`src/rtl/cdc_pkg.sv`:
```
// rtl/cdc_pkg.sv - shared state type and limits for the request crossing receiver
package cdc_pkg;

  typedef enum logic [1:0] {
    IDLE   = 2'd0,
    SETTLE = 2'd1,
    VALID  = 2'd2
  } cdc_rx_state_e;

  localparam int CDC_SETTLE_MAX = 15;

endpackage

```
`src/rtl/cdc_req_rx.sv`:
```
// rtl/cdc_req_rx.sv - destination-side receiver for a toggle request/ack bus crossing
module cdc_req_rx
  import cdc_pkg::*;
#(
  parameter int DATA_WIDTH    = 32,
  parameter int SETTLE_CYCLES = 1
) (
  input  logic                  clk,
  input  logic                  reset,
  input  logic                  req_sync,
  input  logic [DATA_WIDTH-1:0] xfer_data,
  output logic                  out_valid,
  output logic [DATA_WIDTH-1:0] out_data,
  input  logic                  out_ready,
  output logic                  ack_toggle,
  output logic                  busy,
  output logic                  overrun_err
);

  if (SETTLE_CYCLES < 0 || SETTLE_CYCLES > CDC_SETTLE_MAX) begin : g_bad_settle
    $error("cdc_req_rx: SETTLE_CYCLES out of range");
  end

  localparam logic [3:0] SETTLE_INIT = 4'(SETTLE_CYCLES);

  cdc_rx_state_e state, state_next;
  logic [3:0]    settle_cnt, settle_next;
  logic          req_prev;
  logic          toggle_det;
  logic          capture;
  logic          handshake;

  assign toggle_det = req_sync ^ req_prev;

  // Next-state: a toggle seen outside IDLE is ignored here and only flagged below
  always_comb begin
    state_next  = state;
    settle_next = settle_cnt;
    capture     = 1'b0;
    handshake   = 1'b0;
    case (state)
      IDLE: begin
        if (toggle_det) begin
          settle_next = SETTLE_INIT;
          state_next  = SETTLE;
        end
      end
      SETTLE: begin
        if (settle_cnt == 4'd0) begin
          capture    = 1'b1;
          state_next = VALID;
        end else begin
          settle_next = settle_cnt - 4'd1;
        end
      end
      VALID: begin
        if (out_valid && out_ready) begin
          handshake  = 1'b1;
          state_next = IDLE;
        end
      end
      default: state_next = IDLE;
    endcase
  end

  // State, counter, edge history and registered output decodes
  always_ff @(posedge clk or posedge reset) begin
    if (reset) begin
      state       <= IDLE;
      settle_cnt  <= 4'd0;
      req_prev    <= 1'b0;
      out_valid   <= 1'b0;
      busy        <= 1'b0;
      out_data    <= '0;
      ack_toggle  <= 1'b0;
      overrun_err <= 1'b0;
    end else begin
      state      <= state_next;
      settle_cnt <= settle_next;
      req_prev   <= req_sync;
      out_valid  <= (state_next == VALID);
      busy       <= (state_next != IDLE);
      if (capture) begin
        out_data <= xfer_data;
      end
      if (handshake) begin
        ack_toggle <= ~ack_toggle;
      end
      if (toggle_det && state != IDLE) begin
        overrun_err <= 1'b1;
      end
    end
  end

endmodule
```
`config.mk`:
```
export PLATFORM = sky130hd
export DESIGN_NAME = cdc_req_rx
export DESIGN_NICKNAME = d
export VERILOG_FILES = /design/src/rtl/cdc_pkg.sv /design/src/rtl/cdc_req_rx.sv
export SDC_FILE = /design/constraint.sdc
export NUM_CORES = 1
export LEC_CHECK = 0
export ABC_AREA = 1
export CAP_MARGIN = 25
export CELL_PAD_IN_SITES_DETAIL_PLACEMENT = 0
export CELL_PAD_IN_SITES_GLOBAL_PLACEMENT = 1
export CORE_MARGIN = 2
export CORE_UTILIZATION = 28
export CTS_CLUSTER_DIAMETER = 60
export DETAILED_ROUTE_END_ITERATION = 10
export PLACE_DENSITY_LB_ADDON = 0.1
export SYNTH_ARGS = -nofsm -noshare
export SYNTH_HDL_FRONTEND = slang
export SYNTH_SLANG_ARGS = --single-unit
```
`constraint.sdc`:
```
create_clock -name clk -period 1.4 [get_ports clk]
set_input_delay 0.35 -clock clk [delete_from_list [all_inputs] [get_ports clk]]
set_output_delay 0.35 -clock clk [all_outputs]
set_load 0.005 [all_outputs]
```
==> flow_summary_export.csv, run 1 <==
group,metric,value,unit
cells_and_area,fin_util,43.6,%
routing,drc_errors,0,
synth,netlist_area,1810,um2
sta,clock.fmax,771,MHz
sta,relSlewSlack,82.1,%
worst_setup_path,worstPathMaxFanout,2,
cells_and_area,diodes,0,
grt,grt_util_all_layers,11.9,%
worst_setup_path,critical-path-top-delay-family,"flip-flops",
power,pwr-share-clk,14.6,%
clock_network,cts_tree,"built",
synth,synth_top_area_share,59.3,%
worst_setup_path,reg2reg_slack,0.12,ns
sta,skew,0.00259,ns
power,p_per_area,1940,nW/um2
grt,grt_start_max_net_pins,28,
worst_setup_path,arrival,0.95,ns
worst_setup_path,crit_path_max_incr_delay,0.39,ns
floorplan,core,6310,um2
sta,finalSetupViolCount,0,
power,ir_drop,0.741,mV
sta,rsz0062_at_grt,"no",
worst_setup_path,cp.depth,1,
worst_setup_path,critical_path_required,1.05,ns
clock_network,cts-root-buf,"clkbuf_8",
sta,hold_viol_final,0,
cells_and_area,layout_commonest_cell,"nand2_1",
worst_setup_path,critical_path_class,"reg2out",
power,seq_power_share,39.5,%
worst_setup_path,critPathLaunch,"out_data[31]",
sta,min_period,1.30,ns
placement,gp_congestion,0.752,
placement,dpl-instance-area,2680,um2
worst_setup_path,startpoint_type,"register",
synth,synth-seq-cells,43,
worst_setup_path,reg2reg_from,"settle_cnt[0]",
grt,grt_pass1_vias,1425,
clock_network,cts_made_buffers,5,
placement,dpl.hpwl,2880,um
clock_network,ctsHoldBuffers,0,
routing,num_vias,1435,
grt,antenna_found_initial,0,
worst_setup_path,path_buf_inv,1,
routing,drtAntennaViolNets,0,
synth,synth_top_cell_by_area,"dfrtp_1",
cells_and_area,layout-drive-gt1-share,13.8,%
worst_setup_path,cp-endpoint,"out_data[31]",
clock_network,clock-sinks,43,
sta,fin_crit_sh,92.7,%
worst_hold_path,min_path_type,"in2async",
grt,grt_first_pass_wirelength,6840,um
synth,synthCells,197,
synth,seq_area_frac_synth,59.3,%
floorplan,rows,29,
power,p_leak,1.48,nW
floorplan,die_w,84.5,um
power,power_frac_comb,45.9,%
run_status,status,"finished, final reports clean",
placement,io_buffer_count,71,
synth,synth_nets,234,
floorplan,die-height,84.5,um
routing,drt_first_pass_iters,4,
worst_setup_path,r2r_end,"out_data[27]",
synth,synth_area_leaders,"dfrtp_1 59%, nand2_1 22%, nand2_2 3.4%, buf_6 3.1%, nand3_1 1.9%",
cells_and_area,layout_common_cells,"106 x nand2_1, 43 x dfrtp_1, 36 x dlygate4sd2_1",
sta,slew_viol_final,0,
clock_network,clockBufferDepth,2,
run,max_cap_violations,0,
cells_and_area,nets,319,
routing,wl,4010,um
floorplan,initial_core_util,28.7,%
synth,ys_types,17,
worst_setup_path,crit_chain,"dlygate4sd2_1",
clock_network,htreeDepth,2,
power,finalPower,5.35,mW
synth,synth_area_per_cell,9.21,um2
worst_setup_path,cp_slowest_cell,"dfrtp_1",
routing,viasPerCell,4.00,
clock_network,clk_latency,0.28,ns
worst_setup_path,reg2regPathDepth,7,
floorplan,die_area,7140,um2
power,internal_power,3.45,mW
routing,drt-initial-drc-count,34,
cells_and_area,design_area,2750,um2
grt,gr-total-overflow,0,
cells_and_area,fill_cells,676,
floorplan,num_io_pins,72,
synth,ys_warn_count,0,
routing,routedWlPerCell,11.2,um
power,power.net_switching,1.90,mW
sta,tightest_slew,0.267,ns
worst_setup_path,end_kind,"output port",
clock_network,cts.reportedPaths.clkPinSlew,0.08,ns
sta,hold_slack,0.278,ns
cells_and_area,syn_to_final_growth,51.7,%
power,switching_share,35.5,%
## power groups by stage
| stage | sequential (mW) | clock, mW | combinational, mW |
|---|---|---|---|
| final | 2.11 | 0.782 | 2.46 |
| after CTS | 2.12 | 0.827 | 2.50 |
| after global placement | 2.16 | 0 | 2.77 |
| after detailed placement | 2.15 | 0 | 2.77 |
| after global routing | 2.19 | 0.891 | 2.78 |
| after floorplan | 2.18 | 0 | 1.27 |
## cells by family (layout without fill, tap and decap cells)
family / after synthesis / count (layout) / synth area share (%)
xor gates and xnor gates: 2 / 2 / 0.966
DFF: 43 / 43 / 59.3
adders and majority gates: 1 / 1 / 0.690
AOI/OAI and AO/OA: 1 / 1 / 0.414
and+or+nand+nor: 133 / 133 / 32.1
buffers and inverters: 17 / 102 / 6.48
## per-stage QoR
stage          setup WS, ns  TNS (ns)  instances
2_1_floorplan        0.0473         0        197
3_3_place_gp        -0.0864    -0.331        349
3_5_place_dp         -0.117    -0.467        349
4_1_cts              0.0186         0        359
5_1_grt              0.0296         0        359
6_report              0.103         0        359
## worst min-delay path by stage
stage / slack, ns / to
2_1_floorplan: 0.38 / req_prev
3_3_place_gp: 0.45 / out_data[24]
3_5_place_dp: 0.46 / out_data[24]
4_1_cts: 0.27 / out_data[20]
5_1_grt: 0.30 / ack_toggle
6_report: 0.28 / ack_toggle
## state kept, by name, indices dropped and copies added, names as in the netlist
register     cells
out_data        32
state            2
busy             1
settle_cnt       4
req_prev         1
ack_toggle       1
out_valid        1
overrun_err      1
## synthesized netlist by cell type
library cell	count
buf_12	1
buf_6	5
dfrtp_1	43
ha_1	1
inv_1	9
inv_2	2
nand2_1	107
nand2_2	10
nand2_4	1
nand3_1	7
nand3_4	1
nand4_1	2
nor2_1	3
nor2_4	1
nor2_8	1
o21bai_1	1
xor2_1	2
## area by class of cell
class | instances | area (um2) | area share (%)
inverters | 11 | 41.3 | 1.50
repair buffers | 84 | 826 | 30.0
multi-input cells | 137 | 626 | 22.7
flip-flops and latches | 43 | 1080 | 39.1
clock buffers | 6 | 82.6 | 3.00
well taps | 77 | 96.3 | 3.50
clock inverters | 1 | 5.00 | 0.182
## per-layer routing
metal,routed length (um),GRT usage (%),vias to the layer above
li1,-,-,760
met1,1850,15.7,636
met2,1890,18.8,34
met3,224,3.83,5
met4,42,3.46,0
met5,0,0,-
## timing repair
item,CTS,global route
hold endpoints to repair,0,0
gates cloned,0,0
gates resized for setup,36,2
setup endpoints to repair,36,13
setup buffers,3,0
(Power assumes the default switching activity.)
==> run 2: changes to the inputs <==
--- a/config.mk
+++ b/config.mk
@@ -9,11 +9,13 @@
 export CAP_MARGIN = 25
 export CELL_PAD_IN_SITES_DETAIL_PLACEMENT = 0
 export CELL_PAD_IN_SITES_GLOBAL_PLACEMENT = 1
+export CORE_ASPECT_RATIO = 1.25
 export CORE_MARGIN = 2
 export CORE_UTILIZATION = 28
 export CTS_CLUSTER_DIAMETER = 60
 export DETAILED_ROUTE_END_ITERATION = 10
 export PLACE_DENSITY_LB_ADDON = 0.1
+export SLEW_MARGIN = 25
 export SYNTH_ARGS = -nofsm -noshare
 export SYNTH_HDL_FRONTEND = slang
 export SYNTH_SLANG_ARGS = --single-unit
==> run 2 against run 1 <==
Wire length increased by 2.4%. Combinational power increased by 2%. Largest cell class unchanged. Worst hold slack improved by 0.025 ns. Global-route usage increased by 0.42 points. Critical path type unchanged. Flip-flop and latch count unchanged. Clock power increased by 10%. Maximum frequency decreased by 0.61%. Utilization increased by 1.7 points. Non-clock buffer count increased by 2. Sequential power about the same. Die area about the same. Critical endpoint is now out_data[4]. Cell area increased by 2.2%.
==> flow_summary_export.csv, run 2 (same netlist as run 1, synthesis figures left out) <==
group,metric,value,unit
run_status,status,"finished, final reports clean",
routing,wl,4110,um
sta,fin_ws,0.0948,ns
worst_setup_path,crit_chain,"dlygate4sd2_1",
grt,grt_start_max_net_pins,31,
floorplan,die-height,94.0,um
grt,busiest_layer,"met2",
power,switching_share,35.3,%
clock_network,clock-sinks,43,
clock_network,clk_latency,0.29,ns
cells_and_area,layout_common_cells,"106 x nand2_1, 43 x dfrtp_1, 36 x dlygate4sd2_1",
routing,drt-initial-drc-count,35,
floorplan,core,6210,um2
placement,dp_slack,-0.108,ns
power,internal_power,3.55,mW
cells_and_area,nets,321,
clock_network,cts_made_buffers,5,
worst_setup_path,critical_path_class,"reg2out",
grt,grt_use_met2,20.6,%
sta,fin_setup_tns,0,ns
sta,finalSetupViolCount,0,
routing,num_vias,1475,
grt,grt_first_pass_wirelength,6950,um
power,finalPower,5.49,mW
placement,dpl.hpwl,2920,um
cells_and_area,top_register,"out_data",
cells_and_area,layout_commonest_cell,"nand2_1",
sta,min_period,1.31,ns
grt,grt_pass1_vias,1458,
routing,viasPerCell,3.99,
power,p_leak,1.50,nW
placement,io_buffer_count,71,
worst_hold_path,min_path_type,"in2async",
cells_and_area,diodes,0,
placement,dpl-instance-area,2710,um2
clock_network,cts-root-buf,"clkbuf_8",
grt,antenna_found_initial,0,
floorplan,initial_core_util,29.2,%
worst_setup_path,critical-path-top-delay-family,"flip-flops",
worst_setup_path,arrival,0.96,ns
cells_and_area,largest_reg_flops,32,
sta,hold_slack,0.303,ns
cells_and_area,design_area,2810,um2
cells_and_area,largestRegisters,"out_data: 32 flops, settle_cnt: 4 flops, state: 2 flops",
worst_setup_path,critical_path_required,1.05,ns
sta,rsz0062_at_grt,"no",
power,power.net_switching,1.94,mW
placement,dp_cells,358,
floorplan,num_io_pins,72,
grt,use_met1,14.8,%
power,seq_power_share,38.7,%
clock_network,cts.reportedPaths.clkPinSlew,0.08,ns
worst_setup_path,crit_path_max_incr_delay,0.39,ns
worst_setup_path,cp_slowest_cell,"dfrtp_1",
floorplan,rows,32,
cells_and_area,fin_util,45.3,%
clock_network,htreeDepth,2,
sta,skew,0.00743,ns
grt,grt_util_all_layers,12.3,%
routing,drc_errors,0,
sta,slew_viol_final,0,
routing,drtAntennaViolNets,0,
floorplan,die_area,7140,um2
sta,hold_viol_final,0,
cells_and_area,stdcell_count,370,
sta,clock.fmax,766,MHz
worst_setup_path,end_kind,"output port",
sta,tightest_slew,0.416,ns
sta,relSlewSlack,72.1,%
power,p_per_area,1950,nW/um2
routing,routedWlPerCell,11.1,um
sta,fin_crit_sh,93.2,%
routing,drt_first_pass_iters,3,
worst_setup_path,startpoint_type,"register",
run,max_cap_violations,0,
cells_and_area,syn_to_final_growth,55.0,%
clock_network,clockBufferDepth,2,
worst_setup_path,worstPathMaxFanout,2,
worst_setup_path,path_buf_inv,1,
clock_network,ctsHoldBuffers,0,
power,pwr-share-clk,15.7,%
clock_network,cts_tree,"built",
placement,gp_congestion,0.699,
cells_and_area,fill_cells,615,
cells_and_area,layout-drive-gt1-share,14.0,%
grt,gr-total-overflow,0,
grt,use_met3,4.13,%
floorplan,die_w,76.0,um
power,power_frac_comb,45.6,%
power,ir_drop,0.683,mV
## run 2: what timing repair did
| item | in CTS | in global routing |
|---|---|---|
| pin swaps | 0 | 0 |
| cloned | 0 | 0 |
| buffers inserted | 4 | 0 |
| endpoints found under the setup margin | 36 | 37 |
| resized for setup | 36 | 3 |
## run 2: cell type report
type | count | area, um2 | share of cell area (%)
clock buffer | 8 | 100 | 3.56
inverter | 11 | 41.3 | 1.47
multi-input combinational | 137 | 636 | 22.6
timing repair buffer | 86 | 853 | 30.3
tap | 85 | 106 | 3.78
sequential | 43 | 1080 | 38.3
## run 2: layer usage
metal	part of all wire, %	wire [um]	up-vias
met5	0	0	-
met4	1.4	59	0
met3	7.2	294	5
met2	46	1900	46
met1	45	1850	657
li1	-	-	767
## run 2: power groups by stage
stage	Clock, mW	Sequential [mW]	Combinational (mW)
3_3_place_gp	0	2.16	2.78
4_1_cts	0.902	2.13	2.51
6_report	0.860	2.13	2.50
2_1_floorplan	0	2.18	1.27
5_1_grt	0.948	2.20	2.82
3_5_place_dp	0	2.16	2.78
## run 2: path summary, 6_finish.rpt
kind,depth (start not counted),slack (ns),startpoint,to
worst min-delay path,2,0.30,reset,out_data[25]
worst max-delay path,1,0.09,out_data[4],out_data[4]
worst max register to register,7,0.11,settle_cnt[0],out_data[1]
min in group clk,2,0.47,out_data[19],out_data[19]
max in group asynchronous,3,0.70,reset,settle_cnt[2]
worst min register to register,2,0.47,out_data[19],out_data[19]
